## config.mk

```make
export PLATFORM = sky130hd
export DESIGN_NAME = dbus_sram_bridge_flat
export DESIGN_NICKNAME = d
export VERILOG_FILES = /design/src/rtl/dbus_sram_bridge_pkg.sv /design/src/rtl/dbus_sram_bridge_if.sv /design/src/rtl/dbus_sram_bridge.sv /design/src/flat_wrapper.sv
export SDC_FILE = /design/constraint.sdc
export NUM_CORES = 1
export LEC_CHECK = 0
export CORE_MARGIN = 2
export CORE_UTILIZATION = 40
export DETAILED_ROUTE_END_ITERATION = 12
export DONT_BUFFER_PORTS = 1
export GPL_TIMING_DRIVEN = 0
export MAX_ROUTING_LAYER = met4
export PLACE_DENSITY_LB_ADDON = 0.08
export SLEW_MARGIN = 20
export SYNTH_ARGS = -nofsm -noshare
export SYNTH_HDL_FRONTEND = slang
export SYNTH_SLANG_ARGS = --single-unit
```

## constraint.sdc

```tcl
create_clock -name clk -period 6.6 [get_ports clk]
set_clock_uncertainty 0.1 [all_clocks]
set_input_delay 1.32 -clock clk [delete_from_list [all_inputs] [get_ports clk]]
set_output_delay 1.32 -clock clk [all_outputs]
set_load 0.05 [all_outputs]
```

## src/rtl/dbus_sram_bridge_pkg.sv

```systemverilog
`default_nettype none
// ============================================================================
// Module   : dbus_sram_bridge_pkg
// Brief    : Shared types and constants for the dbus-to-SRAM-like bridge:
//            FSM state encoding and the SRAM-like transfer size codes.
// Revision : 1.0 - initial release
// ============================================================================
package dbus_sram_bridge_pkg;

   // Bridge FSM states, explicitly two bits wide.
   typedef enum logic [1:0] {
      S_IDLE = 2'd0,
      S_REQ  = 2'd1,
      S_WAIT = 2'd2,
      S_DONE = 2'd3
   } state_t;

   // SRAM-like data_size codes.
   localparam logic [1:0] c_sz_byte = 2'd0;
   localparam logic [1:0] c_sz_half = 2'd1;
   localparam logic [1:0] c_sz_word = 2'd2;

endpackage : dbus_sram_bridge_pkg
`default_nettype wire

```

## src/rtl/dbus_sram_bridge_if.sv

```systemverilog
`default_nettype none
// ============================================================================
// Module   : dbus_sram_bridge_if
// Brief    : Bundles the MMU-side dbus, the pipeline stall pair and the
//            SRAM-like request/response channel seen by the bridge.
//            'slave' is the bridge's view (it serves dbus requests);
//            'master' is the surrounding system (MMU, pipeline, SRAM).
// Revision : 1.0 - initial release
// ============================================================================
interface dbus_sram_bridge_if #(
   parameter int ADDR_W = 32,
   parameter int DATA_W = 32
);
   // MMU-side dbus
   logic                  dbus_en;
   logic [DATA_W/8-1:0]   dbus_wen;
   logic [ADDR_W-1:0]     dbus_paddr;
   logic [DATA_W-1:0]     dbus_wdata;
   logic [DATA_W-1:0]     dbus_rdata;
   logic                  dbus_streq;
   logic                  pipe_stall;
   // SRAM-like channel
   logic                  data_req;
   logic                  data_wr;
   logic [1:0]            data_size;
   logic [ADDR_W-1:0]     data_addr;
   logic [DATA_W-1:0]     data_wdata;
   logic                  data_addr_ok;
   logic [DATA_W-1:0]     data_rdata;
   logic                  data_data_ok;

   modport slave (
      input  dbus_en, dbus_wen, dbus_paddr, dbus_wdata, pipe_stall,
      input  data_addr_ok, data_rdata, data_data_ok,
      output dbus_rdata, dbus_streq,
      output data_req, data_wr, data_size, data_addr, data_wdata
   );

   modport master (
      output dbus_en, dbus_wen, dbus_paddr, dbus_wdata, pipe_stall,
      output data_addr_ok, data_rdata, data_data_ok,
      input  dbus_rdata, dbus_streq,
      input  data_req, data_wr, data_size, data_addr, data_wdata
   );

endinterface : dbus_sram_bridge_if
`default_nettype wire

```

## src/rtl/dbus_sram_bridge.sv

```systemverilog
`default_nettype none
// ============================================================================
// Module   : dbus_sram_bridge
// Brief    : Turns the single-cycle MMU dbus request into an SRAM-like
//            req/addr_ok + data_ok transaction, stalling the pipeline until
//            the access completes and holding load data while MEM is held.
// Revision : 1.0 - initial release
// ============================================================================
module dbus_sram_bridge
   import dbus_sram_bridge_pkg::*;
#(
   parameter int ADDR_W = 32,
   parameter int DATA_W = 32
) (
   input  logic                   clk,
   input  logic                   rst,
   dbus_sram_bridge_if.slave      bus
);

   localparam int c_be_w = DATA_W / 8;

   // Single-lane enables are byte accesses, the two aligned half-word pairs
   // are half accesses; reads and every other pattern go out as full words.
   function automatic logic [1:0] wen_to_size(input logic [c_be_w-1:0] wen);
      logic [1:0] size;
      size = c_sz_word;
      if ($countones(wen) == 1) begin
         size = c_sz_byte;
      end else if ((wen == c_be_w'(4'b0011)) || (wen == c_be_w'(4'b1100))) begin
         size = c_sz_half;
      end
      return size;
   endfunction

   // Word transfers present a word-aligned address; the pipeline picks bytes.
   function automatic logic [ADDR_W-1:0] req_addr(input logic [ADDR_W-1:0] paddr,
                                                  input logic [1:0]        size);
      logic [ADDR_W-1:0] addr;
      addr = paddr;
      if (size == c_sz_word) begin
         addr = paddr & ~ADDR_W'(c_be_w - 1);
      end
      return addr;
   endfunction

   state_t              r_state;
   state_t              w_state_nxt;
   logic                w_streq;
   logic [1:0]          w_size;
   logic                r_req;
   logic                r_wr;
   logic [1:0]          r_size;
   logic [ADDR_W-1:0]   r_addr;
   logic [DATA_W-1:0]   r_wdata;
   logic [DATA_W-1:0]   r_rdata;

   assign w_size = wen_to_size(bus.dbus_wen);

   // State register.
   always_ff @(posedge clk or posedge rst) begin
      if (rst) begin
         r_state <= S_IDLE;
      end else begin
         r_state <= w_state_nxt;
      end
   end

   // Next-state and stall request; the access is committed once REQ is entered.
   always_comb begin
      w_state_nxt = r_state;
      w_streq     = 1'b0;
      case (r_state)
         S_IDLE: begin
            w_streq = bus.dbus_en;
            if (bus.dbus_en) begin
               w_state_nxt = S_REQ;
            end
         end
         S_REQ: begin
            w_streq = 1'b1;
            if (bus.data_addr_ok) begin
               w_state_nxt = S_WAIT;
            end
         end
         S_WAIT: begin
            w_streq = 1'b1;
            if (bus.data_data_ok) begin
               w_state_nxt = S_DONE;
            end
         end
         S_DONE: begin
            if (!bus.pipe_stall) begin
               w_state_nxt = S_IDLE;
            end
         end
         default: begin
            w_state_nxt = S_IDLE;
         end
      endcase
   end

   // Registered request: valid exactly while in REQ, fields latched on accept.
   always_ff @(posedge clk or posedge rst) begin
      if (rst) begin
         r_req   <= 1'b0;
         r_wr    <= 1'b0;
         r_size  <= c_sz_byte;
         r_addr  <= '0;
         r_wdata <= '0;
      end else begin
         r_req <= (w_state_nxt == S_REQ);
         if ((r_state == S_IDLE) && bus.dbus_en) begin
            r_wr    <= |bus.dbus_wen;
            r_size  <= w_size;
            r_addr  <= req_addr(bus.dbus_paddr, w_size);
            r_wdata <= bus.dbus_wdata;
         end
      end
   end

   // Load data capture; stores leave the previous load value in place.
   always_ff @(posedge clk or posedge rst) begin
      if (rst) begin
         r_rdata <= '0;
      end else if ((r_state == S_WAIT) && bus.data_data_ok && !r_wr) begin
         r_rdata <= bus.data_rdata;
      end
   end

   assign bus.data_req   = r_req;
   assign bus.data_wr    = r_wr;
   assign bus.data_size  = r_size;
   assign bus.data_addr  = r_addr;
   assign bus.data_wdata = r_wdata;
   assign bus.dbus_rdata = r_rdata;
   assign bus.dbus_streq = w_streq;

endmodule : dbus_sram_bridge
`default_nettype wire

```

## src/flat_wrapper.sv

```systemverilog
// flat-port wrapper written by rule: the top's interface ports become plain ports
module dbus_sram_bridge_flat import dbus_sram_bridge_pkg::*;
#(
   parameter int ADDR_W = 32,
   parameter int DATA_W = 32
)
  (clk, rst, bus_dbus_en, bus_dbus_wen, bus_dbus_paddr, bus_dbus_wdata, bus_pipe_stall, bus_data_addr_ok, bus_data_rdata, bus_data_data_ok, bus_dbus_rdata, bus_dbus_streq, bus_data_req, bus_data_wr, bus_data_size, bus_data_addr, bus_data_wdata);
  dbus_sram_bridge_if #(.ADDR_W(ADDR_W), .DATA_W(DATA_W)) bus_i ();
  input  logic clk;
  input  logic rst;
  input wire logic [$bits(bus_i.dbus_en)-1:0] bus_dbus_en;
  input wire logic [$bits(bus_i.dbus_wen)-1:0] bus_dbus_wen;
  input wire logic [$bits(bus_i.dbus_paddr)-1:0] bus_dbus_paddr;
  input wire logic [$bits(bus_i.dbus_wdata)-1:0] bus_dbus_wdata;
  input wire logic [$bits(bus_i.pipe_stall)-1:0] bus_pipe_stall;
  input wire logic [$bits(bus_i.data_addr_ok)-1:0] bus_data_addr_ok;
  input wire logic [$bits(bus_i.data_rdata)-1:0] bus_data_rdata;
  input wire logic [$bits(bus_i.data_data_ok)-1:0] bus_data_data_ok;
  output wire logic [$bits(bus_i.dbus_rdata)-1:0] bus_dbus_rdata;
  output wire logic [$bits(bus_i.dbus_streq)-1:0] bus_dbus_streq;
  output wire logic [$bits(bus_i.data_req)-1:0] bus_data_req;
  output wire logic [$bits(bus_i.data_wr)-1:0] bus_data_wr;
  output wire logic [$bits(bus_i.data_size)-1:0] bus_data_size;
  output wire logic [$bits(bus_i.data_addr)-1:0] bus_data_addr;
  output wire logic [$bits(bus_i.data_wdata)-1:0] bus_data_wdata;
  assign bus_i.dbus_en = bus_dbus_en;
  assign bus_i.dbus_wen = bus_dbus_wen;
  assign bus_i.dbus_paddr = bus_dbus_paddr;
  assign bus_i.dbus_wdata = bus_dbus_wdata;
  assign bus_i.pipe_stall = bus_pipe_stall;
  assign bus_i.data_addr_ok = bus_data_addr_ok;
  assign bus_i.data_rdata = bus_data_rdata;
  assign bus_i.data_data_ok = bus_data_data_ok;
  assign bus_dbus_rdata = bus_i.dbus_rdata;
  assign bus_dbus_streq = bus_i.dbus_streq;
  assign bus_data_req = bus_i.data_req;
  assign bus_data_wr = bus_i.data_wr;
  assign bus_data_size = bus_i.data_size;
  assign bus_data_addr = bus_i.data_addr;
  assign bus_data_wdata = bus_i.data_wdata;
  dbus_sram_bridge #(.ADDR_W(ADDR_W), .DATA_W(DATA_W)) u_core (.clk(clk), .rst(rst), .bus(bus_i));
endmodule
```

* Word level (Yosys, flattened, before mapping)
Index checks and enable logic that the tools add are counted.
** Operators by class
- Add/subtract/negate cells :: 3
- $mul :: 0
- Divide/modulo/power cells :: 0
- Order comparisons :: 0
- Eq/ne operators :: 8
- Shifts and indexed selects :: 0
- Multiplexer cells :: 9
- Bitwise operators :: 0
- Reductions and logical operators :: 8
** Operators by type and width (count)
- adder 32 bit :: 1
- equality test 32 x 2 -> 1 bit, second input constant :: 1
- 2-to-1 mux 2 bit :: 7
- case mux 2 bit (4 select lines) :: 1
- equality test 2 bit, second input constant :: 3
- adder 1 x 1 -> 2 bit :: 2
- equality test 2 x 1 -> 1 bit, second input constant :: 2
- equality test 4 x 2 -> 1 bit, second input constant :: 1
- equality test 4 bit, second input constant :: 1
- OR reduction 4 bit :: 1
- logical AND 1 bit :: 3
- logical NOT 2 bit :: 1
- case mux 1 bit (2 select lines) :: 1
- OR reduction 2 bit :: 1
- logical NOT 1 bit :: 1
- logical OR 1 bit :: 1
** Storage, ports and cells
- Register bits after elaboration :: 102
- Bits in latches :: 0
- Memory bits (writable) :: 0
- ROM bits :: 0
- Bits of input ports :: 106
- Memories :: 0

* Longest topological paths before layout
- Word-level depth :: 6
- Depth in mapped cells :: 8
- Mapped depth without buffers :: 7

* Least setup slack after synthesis
No wires, ideal clock.
- Path type :: input -> output
- Start point :: input port bus_dbus_en
- End point :: output port bus_dbus_streq
- Arrival :: 2331 ps
- Data required time :: 5180 ps
- Slack :: 2849 ps
- Cell stages on the path :: 5
- Buffers on the path :: 2
- Cell sequence :: and2_1 -> buf_2 -> buf_6 -> nor2_1 -> nor2_1
** Between the ends
- Longest elaborated chain between the ends :: 1
** RTL lines
- start: declaration :: line flat_wrapper.sv:11 : input wire logic [$bits(bus_i.dbus_en)-1:0] bus_dbus_en;
- case mux 1 bit (2 select lines) :: line dbus_sram_bridge.sv:72 : case (r_state)
- end: declaration :: line flat_wrapper.sv:20 : output wire logic [$bits(bus_i.dbus_streq)-1:0] bus_dbus_streq;
Every way passes these cells.

* Worst setup path in the final report
Same ends and word-level chain as after synthesis.

==> results.py <==
metrics = {
    "route": {
        "viasPerCell": 4.89,
        "drcViolationCount": 0,
        "wl_mm": 9.31,
        "routedWlPerCell_um": 17.2,
        "drt-initial-drc-count": 125,
        "vias": 2643,
        "drtPass1Iterations": 4,
        "drtAntennaViolNets": 0,
    },
    "yosys": {
        "synth-edff-count": 0,
        "synth_mux_area_share_pct": 11.2,
        "ys.flop_type": "dfrtp_1",
        "syn-cell-area_mm2": 0.00422,
        "avgSynthCellArea_um2": 10.8,
        "netlist_instances": 389,
        "async_flop_share_pct": 100,
        "synth-adder-area-share_pct": 3.74,
        "ys_warn_count": 0,
        "synth_top_family_by_area": "simple AND/OR/NAND/NOR gates",
        "ys_types": 26,
        "yosys.area_share.simple_pct": 19.0,
        "syn-num-nets": 507,
        "synthXorXnorAreaFrac_pct": 0,
        "yosysSeqAreaShare_pct": 60.5,
        "synth-seq-cells": 102,
        "synth-compound-area-share_pct": 2.05,
    },
    "flow_run": {
        "cap_viol_max_count": 0,
    },
    "timing": {
        "rsz0062_at_grt": "false",
        "slew_violations": 0,
        "final.period_utilization_pct": 58.6,
        "hold_violations": 0,
        "setup_violations": 0,
        "fin_crit_ns": 3.87,
        "tns_ns": 0,
        "tightest_slew_ns": 0.938,
        "relSlewSlack_pct": 37.2,
        "max_clock_freq_mhz": 258,
        "finalWorstSetupSlack_ns": 2.73,
    },
    "floorplan": {
        "ioPinCount": 207,
        "fp.coreArea_mm2": 0.0103,
        "die_w_um": 107,
        "rows": 37,
        "initial_core_util_pct": 41.0,
        "die_y_um": 107,
        "dieArea_mm2": 0.0114,
    },
    "setup_path": {
        "endpoint_kind": "output pin",
        "required_ns": 5.18,
        "criticalPathCategory": "in -> out",
        "cp-start-kind": "input pin",
        "crit_fanout": 10,
        "worstPathArrival_ns": 2.45,
    },
    "grt": {
        "antenna_found_initial": 0,
        "grt_overflow": 0,
        "grt_pass1_wl_mm": 14.6,
        "grt_usage_pct": 17.1,
        "grt_pass1_vias": 2642,
        "grt_start_max_net_pins": 53,
    },
    "clocking": {
        "h-tree-depth": 3,
        "cts.sinks": 102,
        "numCtsBuffers": 9,
        "post_cts_resized": 0,
        "clk_pin_slew_ns": 0.09,
        "cts_root_buffer": "clkbuf_8",
        "clock_latency_ns": 0.36,
        "cts_tree": "done",
        "post-cts-setup-buffers": 0,
        "holdBufCountCts": 0,
        "cts.path.max_buffers": 2,
    },
    "place": {
        "globalplace.congestion": 0.683,
        "place_area_mm2": 0.00442,
        "place_ws_ns": 2.72,
        "io_buffers": 0,
        "hpwl_mm": 6.96,
    },
    "cells_and_area": {
        "diodes": 0,
        "fillCellCount": 988,
        "areaGrowthSynthToFinish_pct": 8.69,
        "num-nets-final": 519,
        "layout-drive-gt1-share_pct": 15.8,
        "final_cell_area_mm2": 0.00458,
    },
    "hold_path": {
        "hold_path_class": "reg -> reg",
    },
    "status": {
        "status": "completed",
    },
}
## flip-flops by register name, summed over array words and instances, names as in the netlist
| signal | count |
|---|---|
| u_core.bus.data_addr | 32 |
| u_core.bus.data_size | 2 |
| u_core.r_state | 2 |
| u_core.bus.data_wdata | 32 |
| u_core.bus.dbus_rdata | 32 |
| u_core.bus.data_req | 1 |
| u_core.bus.data_wr | 1 |
## stage by stage
stage / utilization (%) / hold slack [ns] / cells
2_1_floorplan: - / 0.523 / 389
3_3_place_gp: 42.7 / 0.566 / 525
3_5_place_dp: 43.0 / 0.580 / 526
4_1_cts: 44.6 / 0.597 / 541
5_1_grt: 44.6 / 0.641 / 541
6_report: 44.6 / 0.593 / 541
## worst max-delay path, stage by stage
cell and delay [ns]:
and2_1 0.09, buf_2 0.13, buf_6 0.15, nor2_1 0.05
nor2_1 0.70
## cells by family (layout without fill, tap and decap cells)
logic type      after synthesis  count (layout)
compound gates               13              13
simple gates                205             205
fa+ha+maj                    12              12
mux                          32              32
flops                       102             102
buf+inv                      25              41
## cell usage after synthesis, types with 2 or more instances
library cell  instances  area, µm²
buf_6                 4       45.0
a22o_1                2       17.5
buf_2                 8       40.0
mux2_2                2       22.5
nor2_1                4       15.0
dfrtp_1             102       2550
buf_4                 3       22.5
inv_1                 7       26.3
nand2_1             192        721
and2_1                2       12.5
a21oi_1               5       25.0
ha_1                 11        138
a211oi_1              2       15.0
nand2b_1              2       12.5
clkbuf_1              2       7.51
nor3_1                2       10.0
mux2_4               30        450
## path summary, 6_finish.rpt
kind | from | to | slack [ns] | cells after the start
setup reg to reg | u_core.r_state[1] | u_core.bus.data_addr[12] | 4.77 | 7
setup / recovery | bus_dbus_en | bus_dbus_streq | 2.73 | 5
hold reg to reg | u_core.r_state[0] | u_core.r_state[0] | 0.59 | 2
min in group asynchronous | rst | u_core.bus.dbus_rdata[6] | 0.75 | 1
hold / removal | u_core.r_state[0] | u_core.r_state[0] | 0.59 | 2
max in group asynchronous | rst | u_core.bus.data_wdata[12] | 5.05 | 2
## metal layers
metal / track usage (%) / share of wire, % / vias to the layer above
met4: 6.86 / 2.2 / 0
met1: 20.4 / 40 / 1255
li1: - / - / 1242
met2: 25.9 / 47 / 128
met5: - / 0 / -
met3: 7.11 / 11 / 18
## area by class of cell
class,count,area [µm²],area share (%)
Clock inverter,5,36.3,0.791
Timing Repair Buffer,1,27.5,0.600
Clock buffer,10,128,2.78
Inverter,7,31.3,0.682
Sequential cell,102,2550,55.7
Buffer,18,119,2.59
Multi-Input combinational cell,262,1520,33.2
Tap cell,136,170,3.71
## placed cells by master, fill, tap and decap left out, drive strengths merged
master	Yosys	routed
buf	16	17
nor2	4	4
nor3	2	2
clkinvlp	0	3
ha	11	11
nand3	1	1
fa	1	1
clkinv	0	1
nand2	192	192
a21o	1	1
nand3b	2	2
a21oi	5	5
a21boi	1	1
a22oi	1	1
dfrtp	102	102
inv	7	8
mux2	32	32
clkbuf	2	12
a22o	2	2
a31oi	1	1
a211oi	2	2
and2	2	2
nand2b	2	2
Power is left out: the tool's default activity adds up to more than one toggle a clock period on the data nets, which glitch-free logic cannot reach.
